--- src/rtl/fm_pkg.sv ---
// ============================================================================
// Module   : fm_pkg
// Summary  : Shared state type, default sizing constants and index-wrap helper
//            for the FM operand scheduler.
// Revision : 1.0
// ============================================================================
`default_nettype none

package fm_pkg;

    localparam int C_GEN_NUM = 200;
    localparam int C_N       = 64;
    localparam int C_Q       = 15;

    typedef enum logic [2:0] {
        S_IDLE  = 3'd0,
        S_GEN   = 3'd1,
        S_ISSUE = 3'd2,
        S_DRAIN = 3'd3,
        S_FIN   = 3'd4
    } sched_state_t;

    // (base + off) mod depth for base < depth and off <= 2, without a divider.
    function automatic int unsigned wrap_idx(input int unsigned base,
                                             input int unsigned off,
                                             input int unsigned depth);
        int unsigned s;
        s = base + off;
        if (s >= depth) s = s - depth;
        if (s >= depth) s = s - depth;
        return s;
    endfunction

endpackage

`default_nettype wire

--- src/rtl/fm_sched_out_reg.sv ---
// ============================================================================
// Module   : fm_sched_out_reg
// Summary  : Single-entry valid/ready output register with abort clear.
// Revision : 1.0
// ============================================================================
`default_nettype none

module fm_sched_out_reg #(
    parameter int W = 8
) (
    input  logic         i_clk,
    input  logic         i_rst,
    input  logic         i_load,
    input  logic         i_clear,
    input  logic         i_ready,
    input  logic [W-1:0] i_data,
    output logic [W-1:0] o_data,
    output logic         o_valid,
    output logic         o_can_load
);

    logic [W-1:0] r_data;
    logic         r_valid;

    assign o_data     = r_data;
    assign o_valid    = r_valid;
    assign o_can_load = !r_valid || i_ready;

    // Payload only changes on load, so it stays stable through any stall.
    always_ff @(posedge i_clk or posedge i_rst) begin
        if (i_rst) begin
            r_data  <= '0;
            r_valid <= 1'b0;
        end else if (i_clear) begin
            r_valid <= 1'b0;
        end else if (i_load) begin
            r_data  <= i_data;
            r_valid <= 1'b1;
        end else if (r_valid && i_ready) begin
            r_valid <= 1'b0;
        end
    end

endmodule

`default_nettype wire

--- src/rtl/fm_operand_sched.sv ---
// ============================================================================
// Module   : fm_operand_sched
// Summary  : Triggers the operand generator, then streams GEN_NUM wrapped
//            index triplets downstream. Optional perf counters: FM_SCHED_PERF_EN.
// Revision : 1.0
// ============================================================================
`default_nettype none

module fm_operand_sched
    import fm_pkg::*;
#(
    parameter int GEN_NUM       = C_GEN_NUM,
    parameter int GEN_NUM_WIDTH = (GEN_NUM > 1) ? $clog2(GEN_NUM) : 1,
    parameter int N             = C_N,
    parameter int Q             = C_Q
) (
    input  logic                     clk,
    input  logic                     rst,
    input  logic                     start,
    input  logic                     abort,
    output logic                     gen_en,
    input  logic                     gen_done,
    output logic [GEN_NUM_WIDTH-1:0] idx0,
    output logic [GEN_NUM_WIDTH-1:0] idx1,
    output logic [GEN_NUM_WIDTH-1:0] idx2,
    input  logic [N-1:0]             op0,
    input  logic [N-1:0]             op1,
    input  logic [N-1:0]             op2,
    output logic [N-1:0]             out_a,
    output logic [N-1:0]             out_b,
    output logic [N-1:0]             out_c,
    output logic [GEN_NUM_WIDTH-1:0] out_tag,
    output logic                     out_valid,
    input  logic                     out_ready,
    output logic                     busy,
    output logic                     done
`ifdef FM_SCHED_PERF_EN
    ,
    output logic [31:0]              perf_cycles,
    output logic [31:0]              perf_stalls
`endif
);

    localparam int C_PAY_W = 3 * N + GEN_NUM_WIDTH;

    if (Q >= N) begin : g_q_range
        $error("fm_operand_sched: Q must be smaller than N");
    end

    sched_state_t             r_state;
    logic [GEN_NUM_WIDTH-1:0] r_k;
    logic                     r_gen_en;
    logic                     r_done;
    logic                     w_can_load;
    logic                     w_load;
    logic                     w_clear;
    logic                     w_last;
    logic [C_PAY_W-1:0]       w_payload;
    logic [C_PAY_W-1:0]       w_q;

    assign idx0 = r_k;
    assign idx1 = GEN_NUM_WIDTH'(wrap_idx(32'(r_k), 32'd1, 32'(GEN_NUM)));
    assign idx2 = GEN_NUM_WIDTH'(wrap_idx(32'(r_k), 32'd2, 32'(GEN_NUM)));

    assign w_last    = (r_k == GEN_NUM_WIDTH'(GEN_NUM - 1));
    assign w_clear   = abort && (r_state != S_IDLE);
    assign w_load    = (r_state == S_ISSUE) && w_can_load && !abort;
    assign w_payload = {op0, op1, op2, r_k};

    assign gen_en = r_gen_en;
    assign done   = r_done;
    assign busy   = (r_state != S_IDLE);
    assign {out_a, out_b, out_c, out_tag} = w_q;

    fm_sched_out_reg #(
        .W (C_PAY_W)
    ) u_out_reg (
        .i_clk      (clk),
        .i_rst      (rst),
        .i_load     (w_load),
        .i_clear    (w_clear),
        .i_ready    (out_ready),
        .i_data     (w_payload),
        .o_data     (w_q),
        .o_valid    (out_valid),
        .o_can_load (w_can_load)
    );

    always_ff @(posedge clk or posedge rst) begin
        if (rst) begin
            r_state  <= S_IDLE;
            r_k      <= '0;
            r_gen_en <= 1'b0;
            r_done   <= 1'b0;
        end else begin
            r_gen_en <= 1'b0;
            r_done   <= 1'b0;
            if (w_clear) begin
                r_state <= S_IDLE;
            end else begin
                case (r_state)
                    S_IDLE: begin
                        if (start) begin
                            r_gen_en <= 1'b1;
                            r_state  <= S_GEN;
                        end
                    end
                    S_GEN: begin
                        if (gen_done) begin
                            r_k     <= '0;
                            r_state <= S_ISSUE;
                        end
                    end
                    S_ISSUE: begin
                        // k advances with the same wrap as idx1 so it never leaves range.
                        if (w_load) begin
                            r_k <= idx1;
                            if (w_last) r_state <= S_DRAIN;
                        end
                    end
                    S_DRAIN: begin
                        if (out_valid && out_ready) begin
                            r_done  <= 1'b1;
                            r_state <= S_FIN;
                        end
                    end
                    S_FIN:   r_state <= S_IDLE;
                    default: r_state <= S_IDLE;
                endcase
            end
        end
    end

`ifdef FM_SCHED_PERF_EN
    logic [31:0] r_perf_cycles;
    logic [31:0] r_perf_stalls;
    logic        w_perf_active;

    assign w_perf_active = (r_state == S_GEN) || (r_state == S_ISSUE) || (r_state == S_DRAIN);
    assign perf_cycles   = r_perf_cycles;
    assign perf_stalls   = r_perf_stalls;

    always_ff @(posedge clk or posedge rst) begin
        if (rst) begin
            r_perf_cycles <= '0;
            r_perf_stalls <= '0;
        end else if ((r_state == S_IDLE) && start) begin
            r_perf_cycles <= '0;
            r_perf_stalls <= '0;
        end else begin
            if (w_perf_active && (r_perf_cycles != '1))
                r_perf_cycles <= r_perf_cycles + 32'd1;
            if (out_valid && !out_ready && (r_perf_stalls != '1))
                r_perf_stalls <= r_perf_stalls + 32'd1;
        end
    end
`endif

endmodule

`default_nettype wire

--- config.mk ---
export PLATFORM = sky130hd
export DESIGN_NAME = fm_operand_sched
export DESIGN_NICKNAME = d
export VERILOG_FILES = /design/src/rtl/fm_pkg.sv /design/src/rtl/fm_sched_out_reg.sv /design/src/rtl/fm_operand_sched.sv
export SDC_FILE = /design/constraint.sdc
export NUM_CORES = 1
export LEC_CHECK = 0
export CORE_MARGIN = 4
export CORE_UTILIZATION = 30
export CTS_CLUSTER_SIZE = 8
export DETAILED_ROUTE_END_ITERATION = 7
export DONT_BUFFER_PORTS = 1
export RECOVER_POWER = 100
export SETUP_SLACK_MARGIN = 0.15
export SLEW_MARGIN = 20
export SYNTH_ARGS = -nofsm -noshare
export SYNTH_HDL_FRONTEND = slang
export SYNTH_SLANG_ARGS = --single-unit
export TNS_END_PERCENT = 100
--- constraint.sdc ---
create_clock -name clk -period 6.59 [get_ports clk]
set_clock_uncertainty 0.1 [all_clocks]
set_input_delay 0.659 -clock clk [delete_from_list [all_inputs] [get_ports clk]]
set_output_delay 0.659 -clock clk [all_outputs]
set_load 0.05 [all_outputs]
=== Word level (Yosys, flattened, before mapping) ===
Index checks and enable logic that the tools add are counted.
Widths: inputs -> output; s select.

* Reduce and logical (&&, ||, !) cells: 14
* Magnitude comparators: 4
* Equal/unequal tests: 11
* $add $sub $neg: 6
* Multipliers: 0
* Multiplexer cells: 23
* Divide/modulo/power cells: 0
* Shift operators: 0
* Bitwise logic cells: 1

{| class="wikitable"
|+ Operators with widths
! operator !! count
|-
| $ge 32x8->1 const B || 2
|-
| $mux 32 || 2
|-
| $mux 8 || 4
|-
| $sub 9x8->10 const B || 2
|-
| $ge 9x8->1 const B || 2
|-
| $mux 3 || 6
|-
| $pmux 8 s2 || 1
|-
| $sub 8x8->8 const B || 2
|-
| $ne 3x2->1 const B || 4
|-
| $pmux 3 s4 || 1
|-
| $add 8x1->9 const B || 1
|-
| $add 8x2->9 const B || 1
|-
| $mux 1 || 9
|-
| $eq 8x8->1 const B || 1
|-
| $eq 3x2->1 const B || 2
|-
| $reduce_bool 3->1 || 2
|-
| $reduce_and 5->1 || 1
|-
| $logic_and 1x1->1 || 4
|-
| $reduce_and 4->1 || 1
|-
| $eq 3x1->1 const B || 1
|-
| $logic_not 3->1 || 1
|-
| $ne 3x1->1 const B || 1
|-
| $logic_not 1->1 || 2
|-
| $ne 2x1->1 const B || 1
|-
| other kinds (5) || 5
|}

* Bits in writable memories: 0
* Memories: 0
* Word-level logic and storage cells: 65
* Bits in read-only memories: 0
* Latch bits: 0
* Bits in registers: 214
* Input port bits: 198
* Output and inout bits: 228

=== Logic depth before layout (Yosys ltp) ===
* Depth in word-level cells: 7
* Depth in mapped cells: 18

=== Cells and area by module ===
Synthesis repeated with hierarchy kept, for this count alone.

* Cells, all modules: 639
* Area total of the unflattened synthesis: 9425.3 um^2

{| class="wikitable"
|+ By module, submodules not included
! module !! cells each !! instances !! area an instance (um^2)
|-
| fm_sched_out_reg || 428 || 1 || 7833.8
|-
| fm_operand_sched || 211 || 1 || 1591.5
|}

=== Least setup slack after synthesis ===
No wires, ideal clock.

* Path type: reg2out
* From: register r_k[1] (netlist: idx0[1])
* To: output port idx1[4]
* Arrival time: 4.129 ns
* Stages on the path, launching flop included: 12
* Data required time: 5.831 ns
* Path buffers: 1
* Path slack: 1.702 ns
* Cells stage by stage: dfrtp_1 > ha_1 > clkbuf_8 > nand2_1 > xnor2_1 > ha_1 > nand2_1 > or3_1 > o32ai_2 > nor2_1 > o211a_4 > o32ai_1

* Longest elaborated chain between the ends: 5
* Elaborated cells on any way between the ends: 7
* Those cells by class: add/sub (3); order compare (2); mux (2)

{| class="wikitable"
|+ Ends and longest elaborated chain
! element !! RTL line !! source
|-
| from (decl) || fm_operand_sched.sv:51 || <nowiki>logic [GEN_NUM_WIDTH-1:0] r_k;</nowiki>
|-
| from (signal assigned) || fm_operand_sched.sv:117 || <nowiki>r_k <= idx1;</nowiki>
|-
| $add 8x1->9 * || fm_pkg.sv:28 || <nowiki>s = base + off;</nowiki>
|-
| $sub 9x8->10 or $ge 9x8->1 (tied branches) || fm_pkg.sv:29 || <nowiki>if (s >= depth) s = s - depth;</nowiki>
|-
| $mux 32 * || fm_pkg.sv:29 ||
|-
| $ge 32x8->1 or $sub 8x8->8 (tied branches) || fm_pkg.sv:30 || <nowiki>if (s >= depth) s = s - depth;</nowiki>
|-
| $mux 8 * || fm_pkg.sv:30 ||
|-
| to (decl) || fm_operand_sched.sv:24 || <nowiki>output logic [GEN_NUM_WIDTH-1:0] idx1,</nowiki>
|}

Every way passes the cells marked *; elsewhere a longest branch is shown, timed or not.

=== Final worst setup path ===
* From: register r_k[2] (netlist: idx0[2])
* To: output port idx2[7]

* Longest elaborated chain between the ends: 5
* Elaborated cells on any way between the ends: 7
* Those cells by class: add/sub (3); order compare (2); mux (2)

{| class="wikitable"
|+ Ends and longest elaborated chain
! element !! RTL line !! source
|-
| $add 8x2->9 * || fm_pkg.sv:28 ||
|-
| $sub 9x8->10 or $ge 9x8->1 (tied branches) || fm_pkg.sv:29 ||
|-
| $mux 32 * || fm_pkg.sv:29 ||
|-
| $ge 32x8->1 or $sub 8x8->8 (tied branches) || fm_pkg.sv:30 ||
|-
| $mux 8 * || fm_pkg.sv:30 ||
|-
| to (decl) || fm_operand_sched.sv:25 || <nowiki>output logic [GEN_NUM_WIDTH-1:0] idx2,</nowiki>
|}

Marks and branches as above.

==> metrics <==
hpwl dp=18.6 mm; fin crit share=0.898; total number of vias=7062; final setup violation count=0; gpl congestion=0.867; Pleak=0.00538 uW; initial antenna violation count=0; critical path class=register to output port; number of I/O pins=426; reg2reg setup slack=0.80 ns; post-CTS sizing=0; post-synthesis instance area=0.00934 sq mm; DP Area=0.00965 sq mm; Seq/Total Area, Yosys=0.573; Routed wire per std cell=17.8 microns; Syn-to-layout area delta=11.5%; sw power=3710 uW; CTS sink count=214; Final Slew Violations=474; latest clock arrival within the worst-skew pair=0.53 ns; first-pass GRT wire length=39.6 mm; antenna cell count=0; Routed Wire Length=26.0 mm; Tmin final=5.92 ns; reg-to-reg critical path startpoint=u_out_reg.o_valid; ys async rst share=1.00; worst r2r dst=idx0[4]; root buf cell=clkbuf_16; largest net degree at the start of global routing=101; Clock Power Share=0.204; Post-Syn Nets=1280; vias in the first global route=6936; Slew @ Worst Pin=4.30 ns; WP data arrival=5.16 ns; status=finished, violations left; reg2reg path depth=5; clk slew on worst S/H paths=0.05 ns; Avg Inst Size Synth=8.71 sq um; ys flop type=dfrtp_1; setup TNS=0 ns; nets=1270; Worst Path Required=5.83 ns; DIE WIDTH=184 microns; Post-Syn Instances=1072; H-tree Lvls=1; synth warn=0; drt drc=0; sw frac=0.554; fmax=0.169 GHz; DRT Pass-1 Iters=5; most frequent cells in the layout=622 x nand2_1, 214 x dfrtp_1, 31 x clkbuf_16, 16 x nor2_1, 14 x xnor2_1; max_cap viols=7; routed vias/inst=4.83; initial DRC count=429; core region area=0.0307 sq mm; DRT antenna net count=0; sequential share of power=0.673; cts bufs inserted=31; final design utilization=0.339; violated checks=max-capacitance violations, max-slew violations; DIE HEIGHT=184 microns; GRT overflow=0; critical path peak fanout=16; Worst Hold Class=input pin to register; EDFF count, synth=0; Die ar.=0.0340 sq mm; setup bufs post-CTS=0; Crit. Startpoint=idx0[2]; Initial Utilization=0.305; cell area after layout=0.0104 sq mm; worst hold slack=0.0903 ns; commonest non-fill, non-tap cell in the layout=nand2_1; Critical Path Slowest Stage Cell=dfrtp_1; VDD IR max=0.000346 V; max-slew headroom at the worst pin=-1.87; Hold Path Cell Cnt=1; endpoints failing hold=0; Netlist cell types=61; aggregate global-route resource usage=0.142; hold path start=abort; Pint=2980 uW; TritonCTS clock tree=done; CP cell instances=ha_1 -> nand3_1 -> xnor2_1 -> o22ai_1 -> o211ai_1 -> nand2_1 -> a21oi_1 -> mux2_2 -> ha_1 -> inv_1 -> o221a_2 -> xnor2_1 -> clkbuf_1; total power divided by cell area=643 mW/mm^2; register bit total from synthesis=214; row count=64; Critical Path Max Stage Delay=0.90 ns; critical path launch point type=register; layout cell share with drive strength beyond 1=0.0628; Hold EP=r_state[1]; buffer depth of the longest clock path=3; crit end category=output port; setup repair after global routing missed its margin=false; port buffer count=0; Comb pwr share=0.123
worst max-delay path by stage:
stage / to / slack (ns) / cells after the start
2_1_floorplan: idx1[4] / 1.70 / 11
3_3_place_gp: idx2[5] / 1.53 / 11
3_5_place_dp: idx1[7] / 1.34 / 14
4_1_cts: idx1[7] / 0.74 / 14
5_1_grt: idx0[1] / 0.22 / 6
6_report: idx2[7] / 0.67 / 13
metal layers:
layer  GRT usage  vias to the layer above  share of wire
met1       0.181                     3390           0.39
li1            -                     3326              -
met4      0.0441                        0          0.029
met5           0                        -              0
met3      0.0509                       52          0.098
met2       0.229                      294           0.49
cell type report:
| cell class | count | area, sq um |
|---|---|---|
| Multi-Input combinational cell | 787 | 3620 |
| Tap cell | 396 | 495 |
| Sequential cell | 214 | 5360 |
| Clock inverter | 3 | 18.8 |
| Fill cell | 3207 | 20300 |
| Timing Repair Buffer | 16 | 83.8 |
| Inverter | 12 | 46.3 |
| Clock buffer | 35 | 791 |
sequential cells by signal (all words and copies together) (netlist names):
register and cells:
done 1, gen_en 1, idx0 8, r_state 3, u_out_reg.o_data 200, u_out_reg.o_valid 1
worst max-delay path, delay by kind of cell, from the launching register on:
family	cells	cell delay [ns]
compound gates	4	0.98
flops	1	0.90
fa+ha+maj	2	0.83
xor+xnor	2	0.68
buf+inv	2	0.55
mux	1	0.40
simple gates	2	0.28
Yosys cell counts (all sizes together) (6+ instances only):
cell	n	share of area
a21oi	13	0.0082
clkbuf	52	0.027
ha	10	0.013
nor3	9	0.0059
a22o	8	0.0075
inv	12	0.0048
xnor2	14	0.013
o21ai	10	0.0054
a211o	6	0.0059
nand2	622	0.25
buf	7	0.0072
nand3	7	0.0051
nor2	17	0.0071
xor2	6	0.0056
dfrtp	214	0.57
power by group through the flow:
stage | clock, uW | combinational [uW] | sequential, uW
after floorplan | 0 | 693 | 4340
after global placement | 0 | 796 | 4540
after detailed placement | 0 | 846 | 4530
after CTS | 1420 | 836 | 4520
after global routing | 1470 | 984 | 4570
final | 1360 | 824 | 4500
cell families after synthesis:
kind of cell,synth area share
mux,0.00348
compound gates,0.0604
xor+xnor,0.0188
fa+ha+maj,0.0145
flops,0.573
buf+inv,0.0394
simple gates,0.290
stage by stage:
stage	worst slack [ns]	cells	total power, uW
after floorplan	1.70	1072	5030
after global placement	1.53	1424	5340
after detailed placement	1.34	1424	5380
after CTS	0.742	1463	6770
after global routing	0.224	1463	7030
final	0.673	1463	6690
repair_timing:
item                                    in CTS  in global routing
endpoints found under the hold margin       12                  0
hold buffers                                 1                  0
endpoints found under the setup margin       0                  0
(Power assumes the default switching activity.)
